$ cat src/rtl/serializer_lanes_if.sv
// Handshake bundle for serializer_lanes: a parallel word input stream and a LANES-wide beat output stream.
// master = the surrounding upstream/downstream logic, slave = the serializer itself.
interface serializer_lanes_if #(
  parameter int WORD_W = 24,
  parameter int LANES  = 1
);
  logic [WORD_W-1:0] iv_din;
  logic              i_din_valid;
  logic              o_din_ready;
  logic [LANES-1:0]  ov_dout;
  logic              o_dout_valid;
  logic              o_dout_last;
  logic              i_dout_ready;

  modport master (
    output iv_din, i_din_valid, i_dout_ready,
    input  o_din_ready, ov_dout, o_dout_valid, o_dout_last
  );

  modport slave (
    input  iv_din, i_din_valid, i_dout_ready,
    output o_din_ready, ov_dout, o_dout_valid, o_dout_last
  );
endinterface

$ cat src/rtl/serializer_lanes.sv
// Parallel-to-serial converter: splits WORD_W-bit words into WORD_W/LANES beats, LSB- or MSB-first,
// with a one-word holding register so back-to-back words stream without bubbles.
module serializer_lanes #(
  parameter int WORD_W    = 24,
  parameter int LANES     = 1,
  parameter bit MSB_FIRST = 1'b0
) (
  input  logic              i_clk,
  input  logic              i_rst,
  input  logic              i_en,
  serializer_lanes_if.slave bus
);
  localparam int BEATS = WORD_W / LANES;
  localparam int CNT_W = (BEATS > 1) ? $clog2(BEATS) : 1;

  if (WORD_W % LANES != 0) begin : g_bad_lanes
    $error("serializer_lanes: WORD_W must be a multiple of LANES");
  end

  typedef enum logic {IDLE, SHIFT} state_e;

  state_e            state_q, state_d;
  logic [CNT_W-1:0]  cnt_q, cnt_d;
  logic [WORD_W-1:0] shift_q, shift_d;
  logic [WORD_W-1:0] hold_q, hold_d;
  logic              hold_valid_q, hold_valid_d;

  logic              active;
  logic              din_ready;
  logic              dout_valid;
  logic              last_beat;
  logic              in_xfer;
  logic              out_xfer;
  logic [WORD_W-1:0] shifted;
  logic [LANES-1:0]  beat;

  // Readiness depends only on registered state plus enable/reset, never on i_din_valid.
  assign active     = i_en & ~i_rst;
  assign din_ready  = active & ~hold_valid_q;
  assign dout_valid = active & (state_q == SHIFT);
  assign last_beat  = (cnt_q == CNT_W'(BEATS - 1));
  assign in_xfer    = bus.i_din_valid & din_ready;
  assign out_xfer   = dout_valid & bus.i_dout_ready;
  assign shifted    = MSB_FIRST ? (shift_q << LANES) : (shift_q >> LANES);
  assign beat       = MSB_FIRST ? shift_q[WORD_W-1 -: LANES] : shift_q[LANES-1:0];

  assign bus.o_din_ready  = din_ready;
  assign bus.o_dout_valid = dout_valid;
  assign bus.o_dout_last  = dout_valid & last_beat;
  assign bus.ov_dout      = (~i_rst && state_q == SHIFT) ? beat : '0;

  always_comb begin
    // NOTE: every _d gets its hold value first so no path through this block can infer a latch.
    state_d      = state_q;
    cnt_d        = cnt_q;
    shift_d      = shift_q;
    hold_d       = hold_q;
    hold_valid_d = hold_valid_q;

    unique case (state_q)
      IDLE: begin
        if (in_xfer) begin
          shift_d = bus.iv_din;
          cnt_d   = '0;
          state_d = SHIFT;
        end
      end
      SHIFT: begin
        if (out_xfer && last_beat) begin
          // Word boundary: refill from hold first, else take the incoming word directly.
          if (hold_valid_q) begin
            shift_d      = hold_q;
            hold_valid_d = 1'b0;
            cnt_d        = '0;
          end else if (in_xfer) begin
            shift_d = bus.iv_din;
            cnt_d   = '0;
          end else begin
            state_d = IDLE;
          end
        end else begin
          if (out_xfer) begin
            shift_d = shifted;
            cnt_d   = cnt_q + CNT_W'(1);
          end
          if (in_xfer) begin
            hold_d       = bus.iv_din;
            hold_valid_d = 1'b1;
          end
        end
      end
      default: state_d = IDLE;
    endcase
  end

  // NOTE: sequential state uses non-blocking assignments so all flops sample the same pre-edge values.
  always_ff @(posedge i_clk) begin
    if (i_rst) begin
      state_q      <= IDLE;
      cnt_q        <= '0;
      shift_q      <= '0;
      hold_q       <= '0;
      hold_valid_q <= 1'b0;
    end else if (i_en) begin
      state_q      <= state_d;
      cnt_q        <= cnt_d;
      shift_q      <= shift_d;
      hold_q       <= hold_d;
      hold_valid_q <= hold_valid_d;
    end
  end
endmodule

$ cat src/flat_wrapper.sv
// flat-port wrapper written by rule: the top's interface ports become plain ports
module serializer_lanes_flat 
#(
  parameter int WORD_W    = 24,
  parameter int LANES     = 1,
  parameter bit MSB_FIRST = 1'b0
)
  (i_clk, i_rst, i_en, bus_iv_din, bus_i_din_valid, bus_i_dout_ready, bus_o_din_ready, bus_ov_dout, bus_o_dout_valid, bus_o_dout_last);
  serializer_lanes_if #(.WORD_W(WORD_W), .LANES(LANES)) bus_i ();
  input  logic i_clk;
  input  logic i_rst;
  input  logic i_en;
  input wire logic [$bits(bus_i.iv_din)-1:0] bus_iv_din;
  input wire logic [$bits(bus_i.i_din_valid)-1:0] bus_i_din_valid;
  input wire logic [$bits(bus_i.i_dout_ready)-1:0] bus_i_dout_ready;
  output wire logic [$bits(bus_i.o_din_ready)-1:0] bus_o_din_ready;
  output wire logic [$bits(bus_i.ov_dout)-1:0] bus_ov_dout;
  output wire logic [$bits(bus_i.o_dout_valid)-1:0] bus_o_dout_valid;
  output wire logic [$bits(bus_i.o_dout_last)-1:0] bus_o_dout_last;
  assign bus_i.iv_din = bus_iv_din;
  assign bus_i.i_din_valid = bus_i_din_valid;
  assign bus_i.i_dout_ready = bus_i_dout_ready;
  assign bus_o_din_ready = bus_i.o_din_ready;
  assign bus_ov_dout = bus_i.ov_dout;
  assign bus_o_dout_valid = bus_i.o_dout_valid;
  assign bus_o_dout_last = bus_i.o_dout_last;
  serializer_lanes #(.WORD_W(WORD_W), .LANES(LANES), .MSB_FIRST(MSB_FIRST)) u_core (.i_clk(i_clk), .i_rst(i_rst), .i_en(i_en), .bus(bus_i));
endmodule
$ cat config.mk
export PLATFORM = sky130hd
export DESIGN_NAME = serializer_lanes_flat
export DESIGN_NICKNAME = d
export VERILOG_FILES = /design/src/rtl/serializer_lanes_if.sv /design/src/rtl/serializer_lanes.sv /design/src/flat_wrapper.sv
export SDC_FILE = /design/constraint.sdc
export NUM_CORES = 1
export LEC_CHECK = 0
export CORE_MARGIN = 1
export CORE_UTILIZATION = 45
export DETAILED_ROUTE_END_ITERATION = 10
export DONT_BUFFER_PORTS = 1
export PLACE_DENSITY = 0.57
export SETUP_SLACK_MARGIN = 0.2
export SLEW_MARGIN = 30
export SYNTH_ARGS = -nofsm -noshare
export SYNTH_HDL_FRONTEND = slang
export SYNTH_SLANG_ARGS = --single-unit
$ cat constraint.sdc
create_clock -name i_clk -period 2.3 [get_ports i_clk]
set_clock_uncertainty 0.05 [all_clocks]
set_input_delay 0.46 -clock i_clk [delete_from_list [all_inputs] [get_ports i_clk]]
set_output_delay 0.46 -clock i_clk [all_outputs]
set_load 0.02 [all_outputs]
==> impl_metrics.env <==
export IMPL_status="complete, but fails checks"
export IMPL_violations="design-rule violations"
export IMPL_root_buffer="clkbuf_8"
export IMPL_firstDrtPassIters=8
export IMPL_nFillCells=649
export IMPL_p_leak_nw=0.995
export IMPL_avgSynthCellArea_um2=8.15
export IMPL_synth_cells=371
export IMPL_crit_type="flip-flop to output port"
export IMPL_first_global_vias=2565
export IMPL_core_rowCount=29
export IMPL_worstMarginPinSlew_ns=0.607
export IMPL_synth_area_leader_cell="dfxtp_1"
export IMPL_cts_buffers=5
export IMPL_ys_warn_count=0
export IMPL_vdd_drop_max_mv=0.262
export IMPL_initial_utilization=0.471
export IMPL_critPathCaptureType="output port"
export IMPL_core_um2=6420
export IMPL_synth_net_count=401
export IMPL_clock_sinks=55
export IMPL_setup_viol=0
export IMPL_drt_iter0_markers=232
export IMPL_power_mw=1.77
export IMPL_grt_overflow=0
export IMPL_yosysSeqAreaShare=0.364
export IMPL_arrival_ns=1.51
export IMPL_drive_gt1_frac=0.0868
export IMPL_routed_wl_um=8000
export IMPL_synth_cell_types=42
export IMPL_area_growth_pct=2.36
export IMPL_cts_buffer_depth=2
export IMPL_maxCapViolCount=0
export IMPL_ys_seq_elements=55
export IMPL_required_ns=1.79
export IMPL_wire_per_inst_um=18.4
export IMPL_seq_area_um2=1100
export IMPL_portBuffers=0
export IMPL_setup_tns_ns=0
export IMPL_via_per_inst=6.31
export IMPL_path_clk_slew_ns=0.10
export IMPL_grt_pass1_wl_um=13200
export IMPL_grt_usage=0.231
export IMPL_crit_fanout=21
export IMPL_post_cts_repair_setup_buffers=0
export IMPL_rsz0062_at_grt="yes"
export IMPL_synth_top_area_frac=0.364
export IMPL_detailroute_via_count=2739
export IMPL_dieArea_um2=7050
export IMPL_antenna_left=0
export IMPL_hold_class="input port to flip-flop"
export IMPL_antenna_found_initial=0
export IMPL_nets=386
export IMPL_hpwl_um=4860
export IMPL_period_share=0.876
export IMPL_min_to="u_core.cnt_q[4]"
export IMPL_syn_area_um2=3020
export IMPL_hold_start="i_rst"
export IMPL_cts_tree="done"
export IMPL_route_detailed_drc=2
export IMPL_reg2reg_slack_ns=0.40
export IMPL_cts_resized=0
export IMPL_grt_max_degree=56
export IMPL_final_util=0.482
export IMPL_critPathLaunchType="flip-flop"
export IMPL_hold_viol=0
export IMPL_rr_worst_depth=6
export IMPL_powerDensity_nw_per_um2=572
export IMPL_ioPinCount=33
export IMPL_relSlewSlack=0.594
export IMPL_min_path_cells=1
export IMPL_synthTopCellsByArea="dfxtp_1 (36%), a211oi_1 (7.0%), nand2_1 (6.8%)"
export IMPL_clock_fmax_mhz=496
export IMPL_clk_latency_ns=0.31
export IMPL_reg2reg_to="u_core.shift_q[19]"
export IMPL_diodes=0
export IMPL_place_gp_congestion=0.783
export IMPL_maxSlewViolCount=0
export IMPL_cts_htree_levels=2
export IMPL_postCtsHoldBufs=0
export IMPL_reg2reg_from="u_core.cnt_q[1]"
export IMPL_multi_input_area_um2=1700
export IMPL_layout_min_cycle_time_ns=2.02
export IMPL_fp_dieW_um=84.0
export IMPL_die_y_um=84.0
## kinds of logic (layout without fill, tap and decap cells)
logic type / Yosys count / in the layout / synth area share
AOI/OAI and AO/OA: 152 / 152 / 0.350
adders and majority gates: 1 / 1 / 0.00414
buffers and inverters: 38 / 24 / 0.0741
DFF: 55 / 55 / 0.364
and+or+nand+nor: 125 / 125 / 0.208
## placed cells by master (no fill, tap or decap), drive strengths merged
master,netlist,routed
o21a,11,11
nor4,11,11
and4b,2,2
and3,1,1
a221oi,12,12
nor2,26,26
nor3b,1,1
a211oi,29,29
and2,12,12
clkbuf,12,7
a21boi,3,3
ha,1,1
clkinv,0,1
and4bb,1,1
nor3,2,2
nand2b,5,5
and3b,1,1
a2bb2oi,11,11
dfxtp,55,55
nand3b,1,1
a21oi,40,40
a311oi,2,2
nand4,2,2
o221ai,1,1
nand2,55,55
nand3,2,2
nand4b,2,2
a22o,12,12
a211o,1,1
inv,2,2
o21ai,27,27
nand4bb,1,1
buf,24,14
o211ai,1,1
a41oi,2,2
## layer usage
layer,GRT usage,up-vias,share of wire
li1,-,1344,-
met2,0.359,76,0.45
met4,0.0549,0,0.0078
met1,0.337,1313,0.49
met3,0.0317,6,0.049
met5,0,-,0
## registers in the layout (all words and copies together) (netlist names)
| register | cells |
|---|---|
| u_core.hold_q | 24 |
| u_core.cnt_q | 5 |
| u_core.shift_q | 24 |
| u_core.hold_valid_q | 1 |
| u_core.state_q | 1 |
## cells in the mapped netlist (all sizes together)
cell type  count
a22o          12
a21oi         40
nand4b         2
a211o          1
inv            2
a311oi         2
o221ai         1
nor3b          1
a41oi          2
a2bb2oi       11
nor4          11
and4b          2
and3           1
o21ai         27
and4bb         1
ha             1
nand4          2
and2          12
nand3          2
a21boi         3
nand3b         1
o21a          11
nor3           2
buf           24
nor2          26
dfxtp         55
nand2         55
and3b          1
nand2b         5
a221oi        12
a211oi        29
nand4bb        1
clkbuf        12
o211ai         1
## power by group
| group | internal (mW) | switching, mW |
|---|---|---|
| combinational | 0.0898 | 0.119 |
| clock | 0.216 | 0.333 |
| sequential | 0.984 | 0.0288 |
| total | 1.29 | 0.480 |
## through the flow
step | std cells | worst slack [ns] | instance area, µm² | hold WS (ns)
final | 434 | 0.285 | 3100 | 0.155
after detailed placement | 426 | 0.402 | 3010 | 0.390
after floorplan | 371 | 0.215 | 3020 | 0.386
after global routing | 434 | 0.194 | 3100 | 0.148
after CTS | 434 | 0.218 | 3090 | 0.153
after global placement | 426 | 0.452 | 3010 | 0.385
## final cells by class
class                   count  share of cell area
clock buffers               7              0.0247
well taps                  77              0.0311
inverters                   2             0.00243
repair buffers             14              0.0340
flip-flops and latches     55               0.356
clock inverters             1             0.00162
multi-input cells         278               0.551
## worst max path at each step
stage | to | cells after the start | from | slack [ns]
after global routing | bus_o_dout_last | 4 | u_core.cnt_q[1] | 0.19
after detailed placement | u_core.cnt_q[3] | 6 | u_core.cnt_q[1] | 0.40
after CTS | bus_ov_dout | 3 | u_core.state_q | 0.22
after global placement | u_core.shift_q[9] | 5 | i_rst | 0.45
after floorplan | bus_o_dout_last | 4 | u_core.cnt_q[1] | 0.21
final | bus_ov_dout | 3 | u_core.state_q | 0.28
## worst max-delay path: stages, from the launching register on
cell      delay (ns)
dfxtp_1         0.50
buf_4           0.33
nand2b_1        0.14
nor2_2          0.23
Power figures use the tool's default switching activity.
